<file path="src/rtl/pvt_uart_host.sv">
// Host-side command link master: serializes write/read command frames on tx_out and
// deserializes the single-byte read response from rx_in; one request in flight at a time.
module pvt_uart_host #(
  parameter int BIT_CYCLES     = 1,
  parameter int GAP_BITS       = 0,
  parameter int TIMEOUT_CYCLES = 255
) (
  input  logic       clk,
  input  logic       rst_n,
  input  logic       req_valid,
  output logic       req_ready,
  input  logic       req_rw,
  input  logic [4:0] req_addr,
  input  logic [7:0] req_wdata,
  output logic       rsp_valid,
  output logic [7:0] rsp_rdata,
  output logic [1:0] rsp_err,
  output logic       busy,
  output logic       tx_out,
  input  logic       rx_in
);

  localparam int GAP_CYCLES = GAP_BITS * BIT_CYCLES;
  localparam int M1         = (GAP_CYCLES > BIT_CYCLES) ? GAP_CYCLES : BIT_CYCLES;
  localparam int MAXC       = (TIMEOUT_CYCLES > M1) ? TIMEOUT_CYCLES : M1;
  localparam int CW         = $clog2(MAXC + 1) + 1;

  localparam logic [CW-1:0] BIT_LAST = CW'(BIT_CYCLES - 1);
  localparam logic [CW-1:0] GAP_LAST = CW'(GAP_CYCLES - 1);
  localparam logic [CW-1:0] TO_LIM   = CW'(TIMEOUT_CYCLES);

  typedef enum logic [3:0] {
    IDLE, TX_START, TX_DATA, TX_STOP, TX_GAP, RX_WAIT, RX_DATA, RX_STOP, DONE
  } state_t;

  state_t        state, state_nxt;
  logic [CW-1:0] cnt, cnt_nxt;
  logic [2:0]    bit_idx, bit_nxt;
  logic          data_phase, phase_nxt;
  logic [7:0]    shreg, shreg_nxt;
  logic          rw_q;
  logic [4:0]    addr_q;
  logic [7:0]    wdata_q;
  logic [7:0]    rdata_nxt;
  logic [1:0]    err_nxt;
  logic [7:0]    cur_byte;
  logic          tx_nxt;
  logic          accept;
  logic          bit_end;

  assign req_ready = (state == IDLE);
  assign busy      = (state != IDLE);
  assign accept    = req_valid && (state == IDLE);
  assign bit_end   = (cnt == BIT_LAST);
  assign cur_byte  = data_phase ? wdata_q : {(rw_q ? 3'd2 : 3'd0), addr_q};

  always_comb begin
    state_nxt = state;
    cnt_nxt   = cnt + CW'(1);
    bit_nxt   = bit_idx;
    phase_nxt = data_phase;
    shreg_nxt = shreg;
    rdata_nxt = rsp_rdata;
    err_nxt   = rsp_err;
    case (state)
      IDLE: begin
        cnt_nxt = '0;
        if (accept) begin
          state_nxt = TX_START;
          phase_nxt = 1'b0;
        end
      end
      TX_START: begin
        if (bit_end) begin
          state_nxt = TX_DATA;
          cnt_nxt   = '0;
          bit_nxt   = 3'd7;
        end
      end
      TX_DATA: begin
        if (bit_end) begin
          cnt_nxt = '0;
          if (bit_idx == 3'd0) state_nxt = TX_STOP;
          else                 bit_nxt   = bit_idx - 3'd1;
        end
      end
      TX_STOP: begin
        if (bit_end) begin
          cnt_nxt = '0;
          if (data_phase) begin
            state_nxt = DONE;
            rdata_nxt = 8'h00;
            err_nxt   = 2'b00;
          end else if (rw_q) begin
            state_nxt = RX_WAIT;
          end else begin
            phase_nxt = 1'b1;
            state_nxt = (GAP_BITS > 0) ? TX_GAP : TX_START;
          end
        end
      end
      TX_GAP: begin
        if (cnt == GAP_LAST) begin
          state_nxt = TX_START;
          cnt_nxt   = '0;
        end
      end
      RX_WAIT: begin
        // A start bit on the final timeout cycle still wins over the timeout.
        if (!rx_in) begin
          state_nxt = RX_DATA;
          cnt_nxt   = '0;
          bit_nxt   = 3'd7;
        end else if (cnt == TO_LIM) begin
          state_nxt = DONE;
          rdata_nxt = 8'h00;
          err_nxt   = 2'b10;
        end
      end
      RX_DATA: begin
        if (bit_end) begin
          cnt_nxt   = '0;
          shreg_nxt = {shreg[6:0], rx_in};
          if (bit_idx == 3'd0) state_nxt = RX_STOP;
          else                 bit_nxt   = bit_idx - 3'd1;
        end
      end
      RX_STOP: begin
        if (bit_end) begin
          state_nxt = DONE;
          cnt_nxt   = '0;
          rdata_nxt = rx_in ? shreg : 8'h00;
          err_nxt   = rx_in ? 2'b00 : 2'b01;
        end
      end
      DONE: begin
        state_nxt = IDLE;
        cnt_nxt   = '0;
      end
      default: begin
        state_nxt = IDLE;
        cnt_nxt   = '0;
      end
    endcase
  end

  // tx_out is registered, so it is driven from the state being entered.
  always_comb begin
    tx_nxt = 1'b1;
    case (state_nxt)
      TX_START: tx_nxt = 1'b0;
      TX_DATA:  tx_nxt = cur_byte[bit_nxt];
      default:  tx_nxt = 1'b1;
    endcase
  end

  always_ff @(posedge clk) begin
    if (!rst_n) begin
      state      <= IDLE;
      cnt        <= '0;
      bit_idx    <= 3'd0;
      data_phase <= 1'b0;
      shreg      <= 8'h00;
      rw_q       <= 1'b0;
      addr_q     <= 5'd0;
      wdata_q    <= 8'h00;
      tx_out     <= 1'b1;
      rsp_valid  <= 1'b0;
      rsp_rdata  <= 8'h00;
      rsp_err    <= 2'b00;
    end else begin
      state      <= state_nxt;
      cnt        <= cnt_nxt;
      bit_idx    <= bit_nxt;
      data_phase <= phase_nxt;
      shreg      <= shreg_nxt;
      tx_out     <= tx_nxt;
      rsp_valid  <= (state_nxt == DONE);
      rsp_rdata  <= rdata_nxt;
      rsp_err    <= err_nxt;
      if (accept) begin
        rw_q    <= req_rw;
        addr_q  <= req_addr;
        wdata_q <= req_wdata;
      end
    end
  end

endmodule

</file>
<file path="config.mk">
export PLATFORM = sky130hd
export DESIGN_NAME = pvt_uart_host
export DESIGN_NICKNAME = d
export VERILOG_FILES = /design/src/rtl/pvt_uart_host.sv
export SDC_FILE = /design/constraint.sdc
export NUM_CORES = 1
export LEC_CHECK = 0
export CAP_MARGIN = 20
export CORE_MARGIN = 5
export CORE_UTILIZATION = 47
export DETAILED_ROUTE_END_ITERATION = 10
export PLACE_DENSITY = 0.78
export RECOVER_POWER = 50
export SYNTH_ARGS = -nofsm -noshare
export SYNTH_HDL_FRONTEND = slang
export SYNTH_SLANG_ARGS = --single-unit
</file>
<file path="constraint.sdc">
create_clock -name clk -period 3 [get_ports clk]
set_input_delay 0.9 -clock clk [delete_from_list [all_inputs] [get_ports clk]]
set_output_delay 0.9 -clock clk [all_outputs]
set_load 0.03 [all_outputs]
</file>
==> flow_summary.toml <==
[status]
status = "finished clean"

[hold_path]
holdCritStartpoint = "rsp_err[0]"
hold_path.class = "flip-flop to flip-flop"

[synthesis]
ys_ff_latch = 51
synth-seq-area-share = 0.403
syn_inst = 286
synth_area_per_cell_um2 = 8.86
synth_edf_count = 0
syn_nets = 310
synthesis.area_um2 = 2530
synth.distinct_cells = 57
synth-async-reset-ratio = 0
synth_ff_type = "dfxtp_1"
yosysWarnings = 0

[grt]
grt_busiest_layer = "met2"
grt_start_max_net_pins = 38
grt_pass1_wl_um = 8680
grt_pass1_vias = 1921
met2_usage = 0.259
overflow = 0
grt_util_met3 = 0.0436
use_met1 = 0.175
track_usage = 0.150
antenna_found_initial = 0

[clock_network]
clk_latency_ns = 0.31
root_buffer = "clkbuf_8"
ctsHoldBuffers = 0
cts_buffers = 5
cts_resized = 0
htreeDepth = 2
path_clk_slew_ns = 0.10
cts_tree = "yes"
clockBufferDepth = 2
cts_sinks = 51
post-cts-setup-buffers = 0

[floorplan]
start_util = 0.490
fp.dieW_um = 83.4
die-area_um2 = 6960
rows = 26
io_pins = 32
dieHeight_um = 83.4
core_area_um2 = 5170

[setup_path]
slowest_delay_ns = 0.77
cp_slowest_cell = "clkdlybuf4s50_1"
path_cells = "nor4_2, clkdlybuf4s50_1"
cp-startpoint = "state[0]"
r2r_start = "cnt[4]"
endpoint_kind = "primary output"
worst-setup-path-type = "flip-flop to primary output"
crit_arrival_ns = 1.95
path_buf_inv = 1
crit_path_max_fanout = 4
worst_ep_required_time_ns = 2.10
critPathLaunchType = "flip-flop"
crit_family = "buffers and inverters"

[sta]
setup-tns-final_ns = 0
finalHoldViolCount = 0
period_needed_ns = 2.85
whs_ns = 0.451
skew_ns = 0.00709
worst_slack_ns = 0.147
drv_slew = 0
finalSetupViolations = 0
relSlewSlack = 0.439
min_period_over_period = 0.951
rsz0062_at_grt = "false"
tightestPinTransition_ns = 0.834
max_clock_freq_mhz = 350

[routing]
drc = 0
first_iter_violations = 183
drt_wl_total_um = 5230
antenna_left = 0
num_vias = 2053
wl_per_cell_um = 13.4
drt-pass1-iter-count = 4
vias_per_cell = 5.25

[finish]
fin_nets = 344
diodes = 0
area_growth_pct = 19.6
final_cell_mix = "dfxtp_1, nand2_1, clkdlybuf4s50_1, nor2_1"
drive_above_1_share = 0.0872
layout_commonest_cell = "dfxtp_1"

[place]
portBuffers = 31
detailedPlace.worstSlack_ns = 0.175
gp_congestion = 0.899
dpl.hpwl_um = 3820

[pwr]
leakagePower_nw = 1.18
powerDensity_nw_per_um2 = 816
ir_worst_vdd_mv = 0.353

[job]
maxCapViolCount = 0
-- cells in the mapped netlist (2+ instances only) --
library cell	instances	area (µm²)
dfxtp_1	51	1020
o21ai_0	3	15.0
nand4_1	3	18.8
a21oi_1	5	25.0
o21ai_1	4	20.0
nor2b_1	12	75.1
nor3_1	4	20.0
nor2_1	20	75.1
xnor2_1	3	26.3
clkbuf_1	10	37.5
mux2i_1	14	140
and2_1	2	12.5
nand2_1	50	188
and2_2	2	15.0
inv_1	10	37.5
mux2_2	2	22.5
nand2b_1	5	31.3
a21boi_0	14	105
nor4_1	2	12.5
xor2_1	3	26.3
o31ai_1	3	22.5
a21boi_1	9	67.6
ha_1	6	75.1
and3_1	2	12.5
nand3_1	15	75.1
-- area by class of cell --
type,instances,area (µm²)
fill,449,2140
sequential,51,1020
clock buffer,5,68.8
multi-input combinational,214,1410
tap,70,87.6
inverter,10,37.5
clock inverter,3,47.5
timing repair buffer,38,359
-- per-layer routing --
layer  routed length (µm)  vias up
met4                   70        0
met5                    0        -
li1                     -     1062
met2                 2600       43
met1                 2330      939
met3                  239        9
-- report_power, final --
group | switching (W) | internal [W] | leakage [nW] | total [W]
sequential | 0.0000601 | 0.000776 | 0.414 | 0.000836
clock | 0.000243 | 0.000253 | 0.0587 | 0.000496
combinational | 0.000682 | 0.000459 | 0.710 | 0.00114
total | 0.000985 | 0.00149 | 1.18 | 0.00247
-- sequential cells by signal (all words and copies together), names as in the netlist --
name	count
cnt	9
rsp_rdata	8
shreg	8
wdata_q	8
addr_q	5
state	4
bit_idx	3
rsp_err	2
data_phase	1
rsp_valid	1
rw_q	1
tx_out	1
-- through the flow --
stage	cell area, µm²	instances	power [W]	utilization
after global placement	2940	383	0.00200	0.569
after CTS	3060	391	0.00251	0.591
after detailed placement	2940	383	0.00201	0.569
after global routing	3030	391	0.00264	0.586
after floorplan	2540	286	0.00172	-
final	3030	391	0.00247	0.586
-- tightest hold or removal path: stages, from the launching register on --
cell and delay [ns]:
dfxtp_1 0.32, nand2_1 0.05, a21boi_1 0.05
-- cell families after synthesis --
kind of cell / synth area share
adders and majority gates: 0.0296
DFF: 0.403
and+or+nand+nor: 0.270
buffers and inverters: 0.0341
AOI/OAI and AO/OA: 0.167
muxes: 0.0696
xor gates and xnor gates: 0.0272
-- path summary, 6_finish.rpt --
path	slack [ns]	to	cells past startpoint
max	0.15	req_ready	2
min reg2reg	0.45	rsp_err[0]	2
max reg2reg	0.31	tx_out	7
min	0.45	rsp_err[0]	2
Power figures use the tool's default switching activity.
